===== src/rtl/mult_4x4_accum_ml4.sv =====
// Frame accumulator for the 4x4 multiplier product. It sums LEN beats and presents the result over valid/ready.
// Defining ACC_SAT_EN makes the accumulator saturate and report overflow on out_ovf.
module mult_4x4_accum_ml4 #(
  parameter int unsigned PROD_W = 8,
  parameter int unsigned ACC_W  = 12,
  parameter int unsigned LEN    = 4
) (
  input  logic              clk,
  input  logic              rst_n,
  input  logic              clear,
  input  logic              in_valid,
  output logic              in_ready,
  input  logic [PROD_W-1:0] in_product,
  output logic              out_valid,
  input  logic              out_ready,
  output logic [ACC_W-1:0]  out_sum,
  output logic              out_ovf,
  output logic              busy
);

  localparam logic [0:0] ACC  = 1'b0;
  localparam logic [0:0] DONE = 1'b1;
  localparam logic [7:0] LAST = 8'(LEN - 1);

  logic [0:0]       state;
  logic [ACC_W-1:0] acc;
  logic [7:0]       cnt;
  logic [ACC_W-1:0] next_acc;
  logic             accept;
  logic             last;
  logic             fire;

  assign in_ready = (state == ACC) && !clear;
  assign accept   = in_valid && in_ready;
  assign last     = (cnt == LAST);
  assign fire     = out_valid && out_ready;
  assign busy     = (cnt != '0) || out_valid;

`ifdef ACC_SAT_EN
  localparam int unsigned SUM_W = ACC_W + 1;

  logic [SUM_W-1:0] raw_sum;
  logic             frame_sat;
  logic             ovf_q;

  assign raw_sum  = {1'b0, acc} + SUM_W'(in_product);
  assign next_acc = raw_sum[ACC_W] ? '1 : raw_sum[ACC_W-1:0];
  assign out_ovf  = ovf_q;

  // frame_sat collects the saturation events of the frame in progress. It is handed to out_ovf when the last beat arrives.
  always_ff @(posedge clk or negedge rst_n) begin
    if (!rst_n) begin
      frame_sat <= 1'b0;
      ovf_q     <= 1'b0;
    end else if (clear) begin
      frame_sat <= 1'b0;
      ovf_q     <= 1'b0;
    end else if (accept) begin
      if (last) begin
        frame_sat <= 1'b0;
        ovf_q     <= frame_sat | raw_sum[ACC_W];
      end else begin
        frame_sat <= frame_sat | raw_sum[ACC_W];
      end
    end else if (fire) begin
      ovf_q <= 1'b0;
    end
  end
`else
  assign next_acc = acc + ACC_W'(in_product);
  assign out_ovf  = 1'b0;
`endif

  always_ff @(posedge clk or negedge rst_n) begin
    if (!rst_n) begin
      state     <= ACC;
      acc       <= '0;
      cnt       <= '0;
      out_valid <= 1'b0;
      out_sum   <= '0;
    end else if (clear) begin
      state     <= ACC;
      acc       <= '0;
      cnt       <= '0;
      out_valid <= 1'b0;
    end else if (state == ACC) begin
      if (accept) begin
        if (last) begin
          out_sum   <= next_acc;
          out_valid <= 1'b1;
          acc       <= '0;
          cnt       <= '0;
          state     <= DONE;
        end else begin
          acc <= next_acc;
          cnt <= cnt + 8'd1;
        end
      end
    end else if (fire) begin
      out_valid <= 1'b0;
      state     <= ACC;
    end
  end

endmodule


===== config.mk =====
export PLATFORM = sky130hd
export DESIGN_NAME = mult_4x4_accum_ml4
export DESIGN_NICKNAME = d
export VERILOG_FILES = /design/src/rtl/mult_4x4_accum_ml4.sv
export SDC_FILE = /design/constraint.sdc
export NUM_CORES = 1
export LEC_CHECK = 0
export CORE_MARGIN = 3
export CORE_UTILIZATION = 38
export DETAILED_ROUTE_END_ITERATION = 12
export PLACE_DENSITY = 0.6
export SYNTH_ARGS = -nofsm -noshare
export SYNTH_HDL_FRONTEND = slang
export SYNTH_SLANG_ARGS = --single-unit

===== constraint.sdc =====
create_clock -name clk -period 1.8 [get_ports clk]
set_input_delay 0.36 -clock clk [delete_from_list [all_inputs] [get_ports clk]]
set_output_delay 0.36 -clock clk [all_outputs]
set_load 0.01 [all_outputs]

* Yosys cells after proc, flatten, opt, wreduce, memory -nomap -nowiden
Cells that the tools add are included.
** Storage, ports and cells
- Flip-flop bits (word level) :: 34
- Bits of input ports :: 13
- Output and inout port bits :: 16
- Logic and storage cells :: 42
** Operators by class
- Add/sub/neg operators :: 2
- Equal/unequal tests :: 3
- Muxes and demuxes :: 18
- Bitwise operators :: 2
- Reduce and logical (&&, ||, !) cells :: 12
** Operators by type and width (count)
- two-way mux 12 bit :: 4
- two-way mux 8 bit :: 4
- adder 12 x 8 -> 12 bit :: 1
- two-way mux 1 bit :: 10
- adder 8 x 1 -> 8 bit, second input constant :: 1
- equality test 8 x 2 -> 1 bit, second input constant :: 1
- nonzero test 8 bit :: 1
- nonzero test 3 bit :: 2
- AND reduction 4 bit :: 1
- logical AND 1 bit :: 3
- inequality test 3 x 2 -> 1 bit, second input constant :: 1
- AND reduction 3 bit :: 1
- inequality test 2 bit, second input constant :: 1
- inverter 1 bit :: 2
- AND reduction 2 bit :: 1
- nonzero test 2 bit :: 1
- zero test 1 bit :: 1
- logical OR 1 bit :: 1

* Longest topological paths before layout
- Depth in word-level cells :: 6
- Depth in mapped cells :: 8
- Mapped depth without buffers :: 8

* Worst setup path after synthesis
Ideal clock, no wire load.
- Path kind :: input port to flip-flop
- Start point :: input port in_product[0]
- End point :: register out_sum[10]
- Data arrival time :: 1.944 ns
- Setup slack :: -0.225 ns
- Stages :: 8
- Buffers on the path :: 0
- Path through :: ha_1 inv_1 fa_1 and2b_1 o2111ai_1 and4b_1 or3_1 a31oi_1
** Between the ends
- Cells in the longest elaborated chain, start to end :: 1
** RTL lines
- start: declaration :: RTL line 13 : input logic [PROD_W-1:0] in_product,
- adder 12 x 8 -> 12 bit :: RTL line 70 : assign next_acc = acc + ACC_W'(in_product);
- end signal: assignment :: RTL line 89 : out_sum <= next_acc;
- end: declaration :: RTL line 16 : output logic [ACC_W-1:0] out_sum,
No other way between the ends.
A chain may end at the register's enable or synchronous reset.

* Worst setup path in the final report
- Start point :: register acc[0]
- End point :: register out_sum[8]
** Between the ends
- Cells in the longest elaborated chain, start to end :: 1
** RTL lines
- start: declaration :: RTL line 26 : logic [ACC_W-1:0] acc;
- start signal: assignment :: RTL line 95 : acc <= next_acc;
- adder 12 x 8 -> 12 bit :: RTL line 70
No other way between the ends.

==> summary.txt <==
Clock tree
  – Clock transition at path regs: 70 ps
  – Clock Latency Late Sink: 290 ps
  – Hold-fix buffers at CTS: 0
  – CTS tree: built
  – Clk buf depth: 2
  – CTS sink cnt: 34
  – Root buf cell: clkbuf_8
  – # H-tree levels: 2
  – Num CTS Buffers: 5

Final layout
  – Nets: 294
  – N_diodes: 0
  – Ratio of cells with drive above 1 in the final layout: about a third
  – Design Area, Final: 2890 µm²
  – Filler cell count: 448
  – Non-filler instance count after layout: about 340
  – Post-layout util: between 50% and 60%
  – Area Growth Syn to Fin: 44.2%

Drt
  – # DRC: 0
  – Final wirelength: 4740 µm
  – DR iter-0 viols: 78
  – Vias per cell: 5.11
  – DR WL/cell: 14.0 µm
  – Via count: 1,728
  – Final ANT Viol Nets: 0
  – Drt first pass iters: 4

Logic synthesis
  – Area leader, netlist: dfrtp_1
  – Mapped Cells: 199
  – Synthesis warning total: 0
  – Most frequent cell after synthesis: dfrtp_1
  – Synth unique cells: 52
  – Mean Syn Cell Area: about 10 µm²
  – Synth Cell Area: approximately 2000 µm²
  – Post-synth EDFFs: 0
  – Post-synth top area share: 42.4%
  – Register area share after synthesis: about 42%
  – Post-synth ARST share: 100%
  – Commonest cells post-synth: dfrtp_1 (34), nand2_1 (25), o21ai_0 (14)
  – Synth Net Count: 223
  – Flops & latches, synth: 34
  – Synth top area cells: dfrtp_1 (42%), ha_1 (6.2%), nand2_1 (4.7%)
  – Top FF cell, synth: dfrtp_1

GRT
  – Vias in the first global route: 1,734
  – First-pass GRT wire length: 7940 µm
  – Initial antenna violation count: 0
  – Remaining Overflow, GRT: 0
  – Total track usage: ~16%
  – Largest net degree at the start of global routing: 35

Place
  – Placed instance area: 2560 µm²
  – Gpl congestion: 0.844
  – Detail Placement HPWL: 3290 µm
  – Post-Place Setup Slack: -734 ps
  – Placed Instances: 318
  – Port Buffers: 27

Setup path
  – CP startpoint: acc[0]$_DFFE_PN0P_
  – R2R depth: 10
  – Crit path arrival time: 2300 ps
  – Kind of critical path: reg -> reg
  – FF-to-FF End: out_sum[8]$_DFFE_PN0P_
  – Crit path capture: out_sum[8]$_DFFE_PN0P_
  – Req. time, crit path: 2000 ps
  – Worst setup EP type: flop
  – R2R Setup Slk: -300 ps
  – Crit path launch type: flop
  – Worst r2r src: acc[0]$_DFFE_PN0P_
  – Max FO, Critical Path: 4

Power and ir drop
  – Pint: 1.55 mW
  – Clock share of power: 26.9%
  – P_sw: 0.685 mW
  – Switching share of power: 30.6%
  – Pleak: 1.30 nW
  – Seq pwr share: 40.5%
  – Pwr Density: 774 nW/µm²
  – Combinational power share: between 30% and 40%
  – Worst VDD drop: 0.000453 V
  – Total power: 2.24 mW

STA
  – Fin crit share: 117%
  – Clock skew: 4.95 ps
  – RSZ-0062 raised after global routing: true
  – Max Slew Vio Count: 0
  – Endpoints failing setup: 13
  – Slew Limit Headroom: 59.5%
  – Fmax: approximately 480 MHz
  – Worst slew pin tran: 602 ps
  – Final worst setup slack: -302 ps
  – Hold WS: 478 ps
  – Final hold violation count: 0
  – Setup TNS: -2030 ps
  – Tmin final: 2100 ps

Outcome
  – Failing checks: setup timing
  – Outcome: complete, but fails checks

Die
  – Core Area: 4910 µm²
  – Die height: 78.7 µm
  – Area of the die: 6190 µm²
  – Starting Density: 40.8%
  – I/O pin cnt: 29
  – Die Wd: 78.7 µm
  – # rows: 25

Hold path
  – Min-Delay Path Class: in -> async

Job
  – Max-cap violations: 0
kinds of logic (layout without fill, tap and decap cells):
family,count (synthesis),count (layout),share of synthesized area (%)
compound gates,56,56,20.3
xor+xnor,8,8,3.49
fa+ha+maj,11,11,7.24
flops,34,34,42.4
simple gates,66,66,16.6
mux,7,7,3.81
other cells,1,1,0.187
buf+inv,16,88,5.93
how the worst min path moves through the flow:
stage / start / to / slack [ps] / depth (start not counted)
3_3_place_gp: out_sum[0]$_DFFE_PN0P_ / out_sum[0]$_DFFE_PN0P_ / 460 / 2
3_5_place_dp: out_sum[3]$_DFFE_PN0P_ / out_sum[3]$_DFFE_PN0P_ / 470 / 2
4_1_cts: out_sum[11]$_DFFE_PN0P_ / out_sum[11]$_DFFE_PN0P_ / 490 / 2
6_report: rst_n / out_sum[4]$_DFFE_PN0P_ / 480 / 2
5_1_grt: cnt[7]$_DFFE_PN0P_ / cnt[7]$_DFFE_PN0P_ / 510 / 1
2_1_floorplan: rst_n / acc[0]$_DFFE_PN0P_ / 60 / 0
worst max-delay path, stage by stage, from the launching register on:
cell	delay (ps)
dfrtp_1	410
ha_4	170
inv_2	50
fa_2	180
and2b_2	240
o21bai_1	170
a31oi_2	140
buf_4	170
buf_6	100
o21a_1	170
o31ai_2	200
flip-flops by register name, summed over array words and instances, names as in the netlist:
name	cells
state	1
out_valid	1
out_sum	12
acc	12
cnt	8
area by class of cell:
| type | instances | area (µm²) | share of cell area [%] |
|---|---|---|---|
| multi-input combinational | 149 | 1210 | 41.8 |
| sequential | 34 | 851 | 29.4 |
| timing repair buffer | 73 | 629 | 21.8 |
| clock buffer | 7 | 86.3 | 2.99 |
| tap | 67 | 83.8 | 2.90 |
| inverter | 7 | 26.3 | 0.909 |
| clock inverter | 1 | 5.00 | 0.173 |
power by group through the flow:
| stage | clock [mW] | sequential [mW] | combinational (mW) |
|---|---|---|---|
| 3_5_place_dp | 0 | 0.914 | 0.648 |
| 5_1_grt | 0.641 | 0.918 | 0.792 |
| 4_1_cts | 0.612 | 0.902 | 0.682 |
| 3_3_place_gp | 0 | 0.913 | 0.641 |
| 6_report | 0.603 | 0.906 | 0.729 |
| 2_1_floorplan | 0 | 0.930 | 0.341 |
cells in the final DEF, fill, tap and decap left out, types with 4 or more instances in the layout:
cell type and count:
xnor2_1 4, clkdlybuf4s50_1 21, clkbuf_8 6, xor2_1 4, nand3b_1 4, o21ai_1 10, ha_1 5, nand3_1 4
buf_4 42, nor2_1 8, o21a_1 4, dfrtp_1 34, inv_1 6, nand2_1 25, ha_4 4, a22o_1 7
o21ai_0 6
what timing repair did:
item	in CTS	in global routing
pin swaps	15	23
setup buffers	9	3
gates resized for setup	19	27
endpoints found under the setup margin	22	24
cloned	0	1
routing by layer:
layer / up-vias / share of wire, % / wire (µm) / global-route usage [%]
met1: 834 / 48 / 2280 / 21.4
met4: 0 / 1.1 / 51 / 5.24
met5: - / 0 / 0 / 0
li1: 857 / - / - / -
met3: 4 / 3.2 / 153 / 3.10
met2: 33 / 47 / 2250 / 26.5
(Power assumes the default switching activity.)
